[config.mk]
export PLATFORM = sky130hd
export DESIGN_NAME = debounce_bank
export DESIGN_NICKNAME = d
export VERILOG_FILES = /design/src/rtl/debounce_pkg.sv /design/src/rtl/debounce_channel.sv /design/src/rtl/debounce_bank.sv
export SDC_FILE = /design/constraint.sdc
export NUM_CORES = 1
export LEC_CHECK = 0
export ABC_CLOCK_PERIOD_IN_PS = 6500
export CAP_MARGIN = 20
export CORE_ASPECT_RATIO = 1.4
export CORE_MARGIN = 4
export CORE_UTILIZATION = 40
export CTS_CLUSTER_DIAMETER = 50
export DETAILED_ROUTE_END_ITERATION = 16
export PLACE_DENSITY = 0.56
export SLEW_MARGIN = 20
export SYNTH_ARGS = -nofsm -noshare
export SYNTH_HDL_FRONTEND = slang
export SYNTH_SLANG_ARGS = --single-unit
[constraint.sdc]
create_clock -name clock -period 6.5 [get_ports clock]
set_input_delay 1.3 -clock clock [delete_from_list [all_inputs] [get_ports clock]]
set_output_delay 1.3 -clock clock [all_outputs]
set_load 0.02 [all_outputs]
[src/rtl/debounce_pkg.sv]
// Board timing constants shared by the switch debounce blocks.
// Lets users size debounce and hold windows in physical units.
package debounce_pkg;

   localparam int CLK_HZ    = 25_000_000;
   localparam int MS_CYCLES = CLK_HZ / 1000;
   localparam int S_CYCLES  = CLK_HZ;

endpackage

[src/rtl/debounce_channel.sv]
// One switch channel: synchroniser, restart-on-glitch debounce,
// edge pulses and a one-shot long-press pulse.
module debounce_channel
   import debounce_pkg::*;
#(
   parameter int DEBOUNCE_COUNT = MS_CYCLES,
   parameter int SYNC_STAGES    = 2,
   parameter int HOLD_COUNT     = S_CYCLES
) (
   input  logic clock,
   input  logic reset_n,
   input  logic sw_input,
   output logic debounced,
   output logic rise,
   output logic fall,
   output logic held
);

   localparam int CNT_W  = $clog2(DEBOUNCE_COUNT + 1);
   localparam int HOLD_W =
      (HOLD_COUNT > 0) ? $clog2(HOLD_COUNT + 1) : 1;
   localparam logic [CNT_W-1:0] CNT_INIT = CNT_W'(DEBOUNCE_COUNT);

   logic [SYNC_STAGES-1:0] sync_q;
   logic                   sync;
   logic [CNT_W-1:0]       cnt;
   logic                   accept;

   assign sync   = sync_q[SYNC_STAGES-1];
   assign accept = (sync != debounced) && (cnt == '0);

   always_ff @(posedge clock or negedge reset_n) begin
      if (!reset_n) begin
         sync_q <= '0;
      end else begin
         sync_q <= {sync_q[SYNC_STAGES-2:0], sw_input};
      end
   end

   // Any cycle where sync agrees with the output restarts the window.
   always_ff @(posedge clock or negedge reset_n) begin
      if (!reset_n) begin
         cnt       <= CNT_INIT;
         debounced <= 1'b0;
         rise      <= 1'b0;
         fall      <= 1'b0;
      end else begin
         rise <= 1'b0;
         fall <= 1'b0;
         if (sync == debounced) begin
            cnt <= CNT_INIT;
         end else if (cnt != '0) begin
            cnt <= cnt - 1'b1;
         end else begin
            cnt       <= CNT_INIT;
            debounced <= sync;
            rise      <= sync;
            fall      <= ~sync;
         end
      end
   end

   generate
      if (HOLD_COUNT > 0) begin : g_hold
         localparam logic [HOLD_W-1:0] HOLD_LAST =
            HOLD_W'(HOLD_COUNT - 1);

         logic [HOLD_W-1:0] hcnt;
         logic              done;
         logic              held_q;

         // A release accepted this edge suppresses a coincident pulse.
         always_ff @(posedge clock or negedge reset_n) begin
            if (!reset_n) begin
               hcnt   <= '0;
               done   <= 1'b0;
               held_q <= 1'b0;
            end else if (!debounced || accept) begin
               hcnt   <= '0;
               done   <= 1'b0;
               held_q <= 1'b0;
            end else if (!done) begin
               hcnt   <= hcnt + 1'b1;
               held_q <= (hcnt == HOLD_LAST);
               done   <= (hcnt == HOLD_LAST);
            end else begin
               held_q <= 1'b0;
            end
         end

         assign held = held_q;
      end else begin : g_no_hold
         assign held = 1'b0;
      end
   endgenerate

endmodule

[src/rtl/debounce_bank.sv]
// Bank of independent switch debouncers, one channel per input pin.
// All channels share clock, reset and timing parameters.
module debounce_bank
   import debounce_pkg::*;
#(
   parameter int CHANNELS       = 4,
   parameter int DEBOUNCE_COUNT = MS_CYCLES,
   parameter int SYNC_STAGES    = 2,
   parameter int HOLD_COUNT     = S_CYCLES
) (
   input  logic                clock,
   input  logic                reset_n,
   input  logic [CHANNELS-1:0] sw_input,
   output logic [CHANNELS-1:0] debounced,
   output logic [CHANNELS-1:0] rise,
   output logic [CHANNELS-1:0] fall,
   output logic [CHANNELS-1:0] held
);

   generate
      for (genvar i = 0; i < CHANNELS; i++) begin : g_ch
         debounce_channel #(
            .DEBOUNCE_COUNT (DEBOUNCE_COUNT),
            .SYNC_STAGES    (SYNC_STAGES),
            .HOLD_COUNT     (HOLD_COUNT)
         ) u_ch (
            .clock     (clock),
            .reset_n   (reset_n),
            .sw_input  (sw_input[i]),
            .debounced (debounced[i]),
            .rise      (rise[i]),
            .fall      (fall[i]),
            .held      (held[i])
         );
      end
   endgenerate

endmodule

**Yosys cells after proc, flatten, opt, wreduce, memory -nomap -nowiden**

Index checks and enable logic that the tools add are counted.

- Add/sub/neg operators: 8
- Multipliers: 0
- Div/mod/pow operators: 0
- Magnitude comparators: 0
- Equal/unequal tests: 16
- Shifts and indexed selects: 0
- Multiplexer cells: 48
- Bitwise gates (word level): 12
- Reductions and logical operators: 24

Operators by type and width:

| kind | count |
|---|---|
| $mux W25 | 8 |
| $mux W15 | 8 |
| $add A25 B1 Y25 const B | 4 |
| $eq A25 B25 Y1 const B | 4 |
| $logic_not A15 Y1 | 4 |
| $reduce_bool A15 Y1 | 4 |
| $sub A15 B1 Y15 const B | 4 |
| $mux W1 | 32 |
| $not A1 Y1 | 12 |
| $ne A2 B2 Y1 const B | 4 |
| $reduce_and A2 Y1 | 4 |
| $eq A1 B1 Y1 | 4 |
| $logic_and A1 B1 Y1 | 4 |
| $logic_not A1 Y1 | 4 |
| $logic_or A1 B1 Y1 | 4 |
| $ne A1 B1 Y1 | 4 |

- Flip-flop bits (word level): 188
- Latch bits: 0
- Bits in writable memories: 0
- Bits in read-only memories: 0
- Input bits: 6
- Output and inout bits: 16
- Logic and storage cells: 140
- Memories kept: 0

**Depth between registers and ports, before layout**

Gate-level depths: netlist of the first run.

- Depth in word-level cells: 4
- Gate-level depth with buffers: 7
- Mapped depth without buffers: 6

**Hierarchy**

A second synthesis of the first run with hierarchy kept.

- Cells, all modules: 916
- Area, all modules: 9312.7 µm²

By module, submodules not included:

| module | times used | cells each | area an instance (µm²) | seq. area each (µm²) |
|---|---|---|---|---|
| debounce_channel (g_ch[1].u_ch ...) | 3 | 231 | 2334.7 | 1183.6 |
| debounce_channel (g_ch[0].u_ch) | 1 | 223 | 2308.5 | 1183.6 |

**Worst setup path before layout of the first run**

No wires, ideal clock.

- Path type: reg-to-reg
- From: reg g_ch[0].u_ch.g_hold.hcnt[9]
- To: reg g_ch[0].u_ch.g_hold.done
- Library setup time: 0.077 ns
- Arrival time: 2.051 ns
- Required time: 6.423 ns
- Path slack: 4.372 ns
- Cell stages (with the launch flop): 5
- Buffers on the path: 0
- Clock period less this slack: 2.128 ns
- Cell sequence: dfrtp_1 or4_1 or4_1 or4_1 a21oi_1

- Word-level cells in the longest chain between the ends: 3

Ends and longest elaborated chain:

| what | RTL line | source |
|---|---|---|
| start: declaration | debounce_channel.sv:68 | `logic [HOLD_W-1:0] hcnt;` |
| start signal: assignment | debounce_channel.sv:83 | `hcnt <= hcnt + 1'b1;` |
| $eq A25 B25 Y1 | debounce_channel.sv:85 | `done <= (hcnt == HOLD_LAST);` |
| $mux W1 | debounce_channel.sv:82 | `end else if (!done) begin` |
| $mux W1 | debounce_channel.sv:78 | `end else if (!debounced \|\| accept) begin` |
| end signal: assignment | debounce_channel.sv:85 |  |
| end: declaration | debounce_channel.sv:69 | `logic done;` |

Every way passes these cells.
A chain may end at the register's enable or synchronous reset.

**Worst setup path in the final report of the first run**

- From: reg g_ch[2].u_ch.debounced
- To: out debounced[2]

RTL lines:

| what | RTL line | source |
|---|---|---|
| start: declaration | debounce_channel.sv:13 | `output logic debounced,` |
| start signal: assignment | debounce_channel.sv:56 | `debounced <= sync;` |
| end: declaration | debounce_bank.sv:14 | `output logic [CHANNELS-1:0] debounced,` |

No word-level cell between the ends.

==> results.md, run 1 <==
* Final Power at about 2.4 mW
* Syn nets at roughly 940
* DR pass1 iterations at 4
* RSZ-0062 raised after global routing: false
* Crit path cell chain: clkdlybuf4s50_1
* HP Class: register to register
* Clk sinks at 188
* Die W at 136.3 um
* Slowest-stage cell, CP: clkdlybuf4s50_1
* Setup Skew at 0.009345 ns
* Post-CTS setup buffers at 0
* Largest net degree at the start of global routing at 87
* Ys Warns at 0
* Min-delay src: g_ch[2].u_ch.sync_q[0]
* Power density over the cells at around 240 mW/mm^2
* Clock latency on the worst-skew pair at 0.43 ns
* Vias in the first global route at 6498
* Post-synth EDFFs at 0
* Rel. slew slack at 45.46%
* Placer Congestion at ~0.77
* Final Hold Viols at 0
* Setup_tns at 0 ns
* Clock slew at reported path FFs at roughly 0.07 ns
* Worst R2R Setup Slack at 3.89 ns
* Met2 Wirelength at around 9100 um
* H-tree levels at 4
* Boundary Pins at 22
* CTS root buf: clkbuf_16
* Vias at approximately 6500
* Mapped Avg Cell Area at ~10 um^2
* DRC viols at 0
* Via/cell ratio at about 5.3
* Worst-path fanout max at 6
* # setup viols final at 0
* Rows at 65
* Final Cycle Share at 44.29%
* CP Launch Point: g_ch[2].u_ch.debounced
* Slowest stage delay, CP at 0.68 ns
* Pre-CTS setup slack at between 3 and 4 ns
* Post-DP HPWL at 11810 um
* First-pass GRT wire length at 31090 um
* Starting Density at 40.75%
* Top routing layer in use: met4
* Wirelength per Cell at 14.24 um
* Post-DRT Antenna Nets at 0
* Syn-to-layout area delta at 11.01%
* # diodes at 0
* Crit. End Element: output port
* Yosys top cell area share at between 40% and 50%
* Asr flop ratio synth at 100.0%
* Post-synth top area cell: dfrtp_1
* Clock buffer depth at 2
* Initial DRC count at 270
* Yosys reg bits at 188
* Total CTS buffers at 17
* Die footprint at 0.02556 mm^2
* Mapped Area at 0.009213 mm^2
* CP Buf/Inv Count at 1
* Initial antenna violation count at 0
* Share of layout cells above drive strength 1 at 7.610%
* Delay-heaviest family, CP: buffers and inverters
* LEAKAGE at 3.762 nW
* Gr ovfl total at 0
* Synth area leaders: dfrtp_1 (45%), dfstp_2 (6.8%), nor2_1 (5.1%)
* Status: finished, final reports clean
* Final core occ at 45.24%
* Peak Freq at around 0.35 GHz
* Die height at 187.6 um
* Nets@finish at 938
* Final worst slack at 3.621 ns
* Netlist cell types at 43
* Startpoint Class: register
* Overall Global Routing Usage at 14.69%
* WL met1 at between 7000 and 8000 um
* Required time of the critical path at 5.20 ns
* Ys flop type: dfrtp_1
* Arr. time, crit path at 1.58 ns
* IO buf count at 21
* Drt total wl at approximately 18000 um
* Reg2reg start: g_ch[2].u_ch.cnt[2]
* Worst Tran Pin Value at 0.8106 ns
* Max-cap viol count at 0
* Wire length on met3 at 383 um
* Final Max Slew Viols at 0
* CTS tree: done
* Peak VDD IR at ~0.00020 V
* Final min period at 2.879 ns
* Total core area at 0.02261 mm^2
* Synth Instances at 923
* Crit path kind: register to output port
* CTS Hold Buffers Added at 0
* Seq/Total Area, Yosys at between 50% and 60%
* WHS at ~0.35 ns
* PostCTS Resize Cnt at 0
power by group:
part | leakage (nW) | total, mW | switching (mW) | internal [mW]
sequential | 2.51 | 1.23 | 0.0292 | 1.20
clock | 0.292 | 1.08 | 0.442 | 0.636
combinational | 0.960 | 0.0969 | 0.0602 | 0.0368
layer usage:
layer	up-vias	track usage, %
met5	-	0
li1	3276	-
met3	21	3.194
met2	55	25.26
met1	3159	17.95
met4	0	5.392
logic make-up (layout without fill, tap and decap cells):
kind of cell	count (synthesis)	after routing	share of synthesized area, %
simple gates	448	448	26.51
flops	188	188	51.39
xor+xnor	102	102	9.697
compound gates	99	99	6.397
buf+inv	66	76	3.450
fa+ha+maj	12	12	1.630
mux	8	8	0.9235
path summary, 6_finish.rpt:
kind,end,cells after the start
worst min register to register,g_ch[2].u_ch.sync_q[1],0
worst max-delay path,debounced[2],1
min in group asynchronous,g_ch[0].u_ch.cnt[0],1
worst min-delay path,g_ch[2].u_ch.sync_q[1],0
worst max register to register,g_ch[2].u_ch.g_hold.hcnt[9],4
max in group asynchronous,g_ch[2].u_ch.g_hold.hcnt[6],2
cell usage after synthesis (5+ instances only):
cell      number
dfrtp_1      164
nor2_1       125
nand2_1       63
xnor2_1       51
xor2_1        51
nand3_1       46
a21oi_1       45
nand4_1       37
or4_1         36
or3_1         29
dfstp_2       24
clkbuf_1      22
o21ai_0       22
nor4_1        21
inv_1         20
o31ai_1       19
buf_4         16
nor3_1        16
and4_1        12
ha_1          12
nand4b_1      10
nor3b_1       10
buf_2          8
nand2b_1       7
nor4b_1        7
o41ai_1        6
nand3b_1       5
through the flow:
step,instance area (um^2),instances
global placement,9575,1201
CTS,10210,1234
finish,10230,1234
global route,10230,1234
detailed placement,9598,1202
floorplan,9213,923
cell usage in the layout, fill, tap and decap left out, types with 21 or more instances in the layout:
master / instances
dfrtp_1: 164
nand4_1: 37
nor4_1: 21
nand3_1: 46
xnor2_1: 51
or4_1: 36
dfstp_2: 24
o21ai_0: 22
a21oi_1: 45
nand2_1: 63
nor2_1: 125
xor2_1: 51
or3_1: 29
state kept, by name, summed over array words and instances (netlist names):
register               cells
g_ch.u_ch.held             4
g_ch.u_ch.fall             4
g_ch.u_ch.g_hold.hcnt    100
g_ch.u_ch.sync_q           8
g_ch.u_ch.rise             4
g_ch.u_ch.cnt             60
g_ch.u_ch.g_hold.done      4
g_ch.u_ch.debounced        4
cell type report:
cell class | count | area, um^2
clock buffer | 22 | 474.2
clock inverter | 10 | 140.1
fill | 2177 | 12380
inverter | 20 | 75.07
multi-input combinational | 669 | 4183
sequential | 188 | 4735
tap | 301 | 376.6
timing repair buffer | 24 | 244.0
worst reg2reg max path, cell delays in order (launching register included):
cell	delay (ns)
dfrtp_1	0.42
nor4_1	0.73
nand4_1	0.44
o21ai_4	0.71
nor2_1	0.15
Note: power is estimated with default switching activity, not from simulation.
==> inputs of run 2 (changes only) <==
Settings changed: ABC_CLOCK_PERIOD_IN_PS 6500 to 2300, PLACE_DENSITY 0.56 to 0.58.
Clock period 6.5 ns to 2.3 ns, I/O delays scaled along.
==> run 2 against run 1 <==
Critical endpoint is now g_ch[0].u_ch.held. Design area up 2.4%. Clock skew up 0.0016 ns. Clock-buffer cell count down 4. Sequential power rose to 2.8 times the previous value. Worst hold slack better by 0.0043 ns. Largest cell class unchanged. Routed wire length up 2.1%. Flip-flop and latch count unchanged. Cell count up 2.2%. Utilization up 1.1 points.
==> results.md, run 2 (synthesis results as in run 1) <==
* Gr ovfl total at 0 (unchanged)
* Starting Density at 40.75% (unchanged)
* Most frequent cells in the layout: dfrtp_1 (164), nor2_1 (125), nand2_1 (63)
* Drt total wl at 17950 um (+2.1%)
* Levels on crit path at 4 (+3)
* H-tree levels at 4 (unchanged)
* Reg area at 0.004735 mm^2 (unchanged)
* Total core area at 0.02261 mm^2 (unchanged)
* LEAKAGE at 3.912 nW (+4.0%)
* Setup_tns at 0 ns (unchanged)
* Total CTS buffers at 17 (unchanged)
* DRC viols at 0 (unchanged)
* # diodes at 0 (unchanged)
* Rows at 65 (unchanged)
* Initial DRC count at 231 (-14%)
* Startpoint Class: register
* Post-DRT Antenna Nets at 0 (unchanged)
* Required time of the critical path at 2.65 ns (-2.55 ns)
* CP Launch Point: g_ch[0].u_ch.g_hold.hcnt[10]
* Clk sinks at 188 (unchanged)
* Power density over the cells at 651.7 mW/mm^2 (+180%)
* Boundary Pins at 22 (unchanged)
* Largest register by flop count: g_ch.u_ch.g_hold.hcnt
* Arr. time, crit path at 2.58 ns (+1.00 ns)
* Worst Reg-to-Reg Cells at 4 (unchanged)
* First-pass GRT wire length at 32280 um (+3.8%)
* Syn-to-layout area delta at 13.66%
* Final Max Slew Viols at 0 (unchanged)
* Regs by FF count: g_ch.u_ch.g_hold.hcnt x100, g_ch.u_ch.cnt x60, g_ch.u_ch.sync_q x8
* Nets@finish at 965 (+2.9%)
* Peak VDD IR at 0.0005040 V (+150%)
* CTS root buf: clkbuf_16
* CTS tree: done
* HP Class: register to register
* Share of layout cells above drive strength 1 at 10.63% (+3.0 points)
* Worst-path fanout max at 4 (-2)
* Filler cells at 2222 (+2.1%)
* Clock latency on the worst-skew pair at 0.44 ns (about the same)
* Clock slew at reported path FFs at 0.07 ns (about the same)
* Delay-heaviest family, CP: simple AND/OR/NAND/NOR gates
* Slowest-stage cell, CP: or4_4
* Crit. End Element: register
* Max-cap viol count at 0 (unchanged)
* Clock buffer depth at 2 (unchanged)
* Die height at 187.6 um (unchanged)
* Area of the multi-input gates at 0.004178 mm^2 (-0.12%)
* Final Cycle Share at approximately 97%
* Crit path kind: register to register
* Status: finished, final reports clean
* # setup viols final at 0 (unchanged)
* Largest net degree at the start of global routing at 61 (-30%)
* Final min period at 2.229 ns
* Slowest stage delay, CP at 0.55 ns (-0.13 ns)
* Critical path destination: g_ch[0].u_ch.held
* RR Endpoint: g_ch[0].u_ch.held
* Wirelength per Cell at 14.23 um (about the same)
* Vias at 6706 (+3.0%)
* IO buf count at 21 (unchanged)
* Crit path cell chain: or4_1 -> or4_1 -> or4_4 -> nor3_1
* Final Hold Viols at 0 (unchanged)
* Rel. slew slack at 60.95% (+15 points)
* Placer Congestion at 0.7935 (+3.2%)
* Reg2reg start: g_ch[0].u_ch.g_hold.hcnt[10]
* DR pass1 iterations at 4 (unchanged)
* Number of stages on the worst hold path at 0 (unchanged)
* Die W at 136.3 um (unchanged)
* Worst Tran Pin Value at 0.5803 ns (-0.2303 ns)
* Peak Freq at between 0.4 and 0.5 GHz
* Overall Global Routing Usage at 15.19% (+0.50 points)
* Initial antenna violation count at 0 (unchanged)
* Post-DP HPWL at 12330 um (+4.4%)
* Setup Skew at 0.01099 ns (+0.001644 ns)
* Most common cell after layout, fill and taps aside: dfrtp_1
* Die footprint at 0.02556 mm^2 (unchanged)
* Worst R2R Setup Slack at 0.07 ns (-3.82 ns)
* CP Buf/Inv Count at 0 (-1)
* WHS at 0.3530 ns (+0.004262 ns)
* Via/cell ratio at 5.318 (+0.79%)
* RSZ-0062 raised after global routing: false
* CP most frequent cell: or4_1
* Vias in the first global route at 6884 (+5.9%)
* Max reg flops at 100 (unchanged)
[run 2: cell types whose count changed in the layout (fill, tap and decap cells not counted), sizes merged]
| cell | change |
|---|---|
| inv | +4 |
| clkbuf | -4 |
| dlygate4sd3 | +1 |
| buf | +26 |
[run 2: layout make-up]
| cell class | instances | share of cell area (%) |
|---|---|---|
| timing repair buffer | 51 | 4.696 |
| clock buffer | 18 | 4.098 |
| clock inverter | 14 | 1.780 |
| tap | 301 | 3.597 |
| sequential | 188 | 45.21 |
| inverter | 20 | 0.7169 |
| multi-input combinational | 669 | 39.90 |
[run 2: per-layer routing]
metal,GRT usage (%),up-vias,wire (um)
met5,0,-,0
met4,5.625,0,301
met3,2.764,19,396
met2,26.99,61,9457
met1,18.09,3301,7791
li1,-,3325,-
[run 2: worst min-delay path by stage]
stage	slack (ns)	endpoint	startpoint
finish	0.35	g_ch[1].u_ch.sync_q[1]	g_ch[1].u_ch.sync_q[0]
CTS	0.36	g_ch[1].u_ch.sync_q[1]	g_ch[1].u_ch.sync_q[0]
floorplan	0.16	g_ch[0].u_ch.cnt[0]	reset_n
global route	0.37	g_ch[3].u_ch.sync_q[1]	g_ch[3].u_ch.sync_q[0]
detailed placement	0.34	g_ch[1].u_ch.sync_q[1]	g_ch[1].u_ch.sync_q[0]
global placement	0.33	g_ch[1].u_ch.sync_q[1]	g_ch[1].u_ch.sync_q[0]
[run 2: report_power, final]
| part | internal [mW] | switching (mW) | total (mW) |
|---|---|---|---|
| sequential | 3.39 | 0.0833 | 3.47 |
| clock | 1.73 | 1.33 | 3.06 |
| combinational | 0.116 | 0.171 | 0.287 |
[run 2: metrics by stage]
stage / worst slack, ns / utilization, % / instance area (um^2) / total power [mW] / std cells
2_1_floorplan: 0.1717 / - / 9213 / 3.685 / 923
3_3_place_gp: 0.1057 / 43.44 / 9821 / 3.827 / 1227
3_5_place_dp: 0.08220 / 43.44 / 9821 / 3.832 / 1227
4_1_cts: 0.07719 / 46.20 / 10450 / 6.946 / 1260
5_1_grt: 0.01126 / 46.31 / 10470 / 7.125 / 1261
6_report: 0.07056 / 46.31 / 10470 / 6.824 / 1261
[run 2: repair_timing]
action	4_1_cts	5_1_grt
gates resized for setup	0	4
endpoints found under the setup margin	0	30
hold buffers	1	0
setup buffers	0	1
hold endpoints to repair	44	0
==> inputs of run 3 (changes only) <==
Settings changed: PLACE_DENSITY 0.58 to 0.69.
==> run 3 against run 2 <==
The run now ends with hold timing left. Critical path type unchanged. Cell count unchanged. Maximum frequency rose by 0.81%. Critical endpoint is now g_ch[0].u_ch.g_hold.done. Highest routed layer unchanged. First-iteration DRC count is 95% higher.
==> results.md, run 3 (synthesis results as in run 1) <==
* Initial antenna violation count at 0 (unchanged)
* Post-CTS setup buffers at 0 (unchanged)
* Startpoint Class: register
* Post-DP HPWL at 11810 um (-4.2%)
* Failing checks: hold timing
* CP most frequent cell: or4_1
* PostCTS Resize Cnt at 0 (unchanged)
* Final Max Slew Viols at 0 (unchanged)
* Slowest stage delay, CP at 0.56 ns (about the same)
* WHS at -0.0004928 ns (-0.3534 ns)
* Crit. End Element: register
* H-tree levels at 4 (unchanged)
* Initial DRC count at 450 (+95%)
* RSZ-0062 raised after global routing: false
* Die height at 187.6 um (unchanged)
* Comb power frac at 4.6% (+0.4 points)
* Crit path cell chain: or4_1 -> or4_1 -> or4_4 -> a21oi_1
* Power density over the cells at 626.7 mW/mm^2 (-3.8%)
* Worst-path fanout max at 2 (-2)
* Setup Skew at 0.006922 ns (-0.004067 ns)
* Starting Density at 40.75% (unchanged)
* IO buf count at 21 (unchanged)
* Arr. time, crit path at 2.57 ns (about the same)
* Post-DRT Antenna Nets at 0 (unchanged)
* Required time of the critical path at 2.65 ns (about the same)
* Final min period at 2.212 ns (-0.01789 ns)
* # setup viols final at 0 (unchanged)
* Regs by FF count: g_ch.u_ch.g_hold.hcnt x100, g_ch.u_ch.cnt x60, g_ch.u_ch.sync_q x8
* Filler cells at 2136 (-3.9%)
* CTS root buf: clkbuf_16
* Total CTS buffers at 17 (unchanged)
* LEAKAGE at 3.880 nW (-0.80%)
* Sw Share at 23.77% (+0.58 points)
* Crit path kind: register to register
* Switch Pwr at 1.548 mW (-2.2%)
* Vias at 6708 (+0.030%)
* Clk sinks at 188 (unchanged)
* Drt total wl at 17170 um (-4.3%)
* Reg area at 0.004735 mm^2 (unchanged)
* Clock buffer depth at 2 (unchanged)
* Pre-CTS setup slack at 0.07217 ns (-0.01003 ns)
* Gr ovfl total at 0 (unchanged)
* Nets@finish at 965 (unchanged)
* Int Pwr at 4.965 mW (-5.3%)
* Boundary Pins at 22 (unchanged)
* Worst Tran Pin Value at 0.5912 ns (+0.01088 ns)
* CTS Hold Buffers Added at 0 (-1)
* Largest register by flop count: g_ch.u_ch.g_hold.hcnt
* Clock slew at reported path FFs at 0.07 ns (about the same)
* DRC viols at 0 (unchanged)
* Die W at 136.3 um (unchanged)
* Rel. slew slack at 60.22% (-0.73 points)
* Status: complete, but fails checks
* Clk pwr share at 42.1% (-2.8 points)
* Area of the multi-input gates at 0.004173 mm^2 (-0.12%)
* Final worst slack at 0.08845 ns (+0.01789 ns)
* Vias in the first global route at 6881 (-0.044%)
* # diodes at 0 (unchanged)
* Total core area at 0.02261 mm^2 (unchanged)
* Most common cell after layout, fill and taps aside: dfrtp_1
* Die footprint at 0.02556 mm^2 (unchanged)
* CP Buf/Inv Count at 0 (unchanged)
* Via/cell ratio at 5.320 (about the same)
* DR pass1 iterations at 5 (+1)
* Largest net degree at the start of global routing at 58 (-4.9%)
* Clock latency on the worst-skew pair at 0.43 ns (about the same)
* Peak Freq at 0.4522 GHz (+0.81%)
* Final core occ at 45.97% (-0.34 points)
* Setup_tns at 0 ns (unchanged)
* Final Hold Viols at 1 (+1)
* Power share of the sequential group at 53.3% (+2.4 points)
* Slowest-stage cell, CP: or4_4
* Max-cap viol count at 0 (unchanged)
* First-pass GRT wire length at 30880 um (-4.3%)
* Peak VDD IR at 0.0005009 V (-0.63%)
* Share of layout cells above drive strength 1 at 10.63% (unchanged)
* Wirelength per Cell at 13.62 um (-4.3%)
* Final Power at 6.513 mW (-4.6%)
* Final Cycle Share at 96.15% (-0.78 points)
* Syn-to-layout area delta at 12.82%
* Max reg flops at 100 (unchanged)
* Delay-heaviest family, CP: simple AND/OR/NAND/NOR gates
* CTS tree: done
* Overall Global Routing Usage at 14.43% (-0.76 points)
* HP Class: input pin to asynchronous set/reset pin
* Most frequent cells in the layout: dfrtp_1 (164), nor2_1 (125), nand2_1 (63)
* Rows at 65 (unchanged)
* Placer Congestion at 0.7894 (-0.52%)
## run 3: worst paths after layout
kind | slack, ns | start | endpoint | depth (start not counted)
max in group asynchronous | 1.64 | reset_n | g_ch[1].u_ch.cnt[8] | 2
max reg2reg | 0.09 | g_ch[0].u_ch.g_hold.hcnt[9] | g_ch[0].u_ch.g_hold.done | 4
min reg2reg | 0.36 | g_ch[2].u_ch.sync_q[0] | g_ch[2].u_ch.sync_q[1] | 0
max | 0.09 | g_ch[0].u_ch.g_hold.hcnt[9] | g_ch[0].u_ch.g_hold.done | 4
min in group clock | 0.36 | g_ch[2].u_ch.sync_q[0] | g_ch[2].u_ch.sync_q[1] | 0
min | -0.0005 | reset_n | g_ch[3].u_ch.cnt[2] | 1
## run 3: stage by stage
| step | hold slack, ns | instance area [um^2] | cells |
|---|---|---|---|
| detailed placement | 0.3370 | 9836 | 1229 |
| finish | -0.0004928 | 10390 | 1261 |
| global route | 0.03238 | 10390 | 1261 |
| global placement | 0.3366 | 9836 | 1229 |
| floorplan | 0.1644 | 9213 | 923 |
| CTS | 0.01704 | 10380 | 1261 |
## run 3: power by group through the flow
stage	Sequential (mW)	Combinational, mW	Clock (mW)
after global placement	3.53	0.297	0
after global routing	3.48	0.344	2.97
after CTS	3.47	0.307	2.84
after floorplan	3.51	0.171	0
final	3.47	0.296	2.74
after detailed placement	3.53	0.306	0
## run 3: per-layer routing
metal	track usage, %	wire length [um]
met1	17.07	7574
met2	25.37	8992
met3	3.328	411
met4	5.159	193
met5	0	0
## run 3: final cells by class
| cell class | instances | share of cell area [%] |
|---|---|---|
| sequential | 188 | 45.55 |
| inverter | 20 | 0.7223 |
| clock inverter | 12 | 0.8547 |
| timing repair buffer | 51 | 4.707 |
| multi-input combinational | 669 | 40.15 |
| clock buffer | 20 | 4.394 |
| tap | 301 | 3.623 |
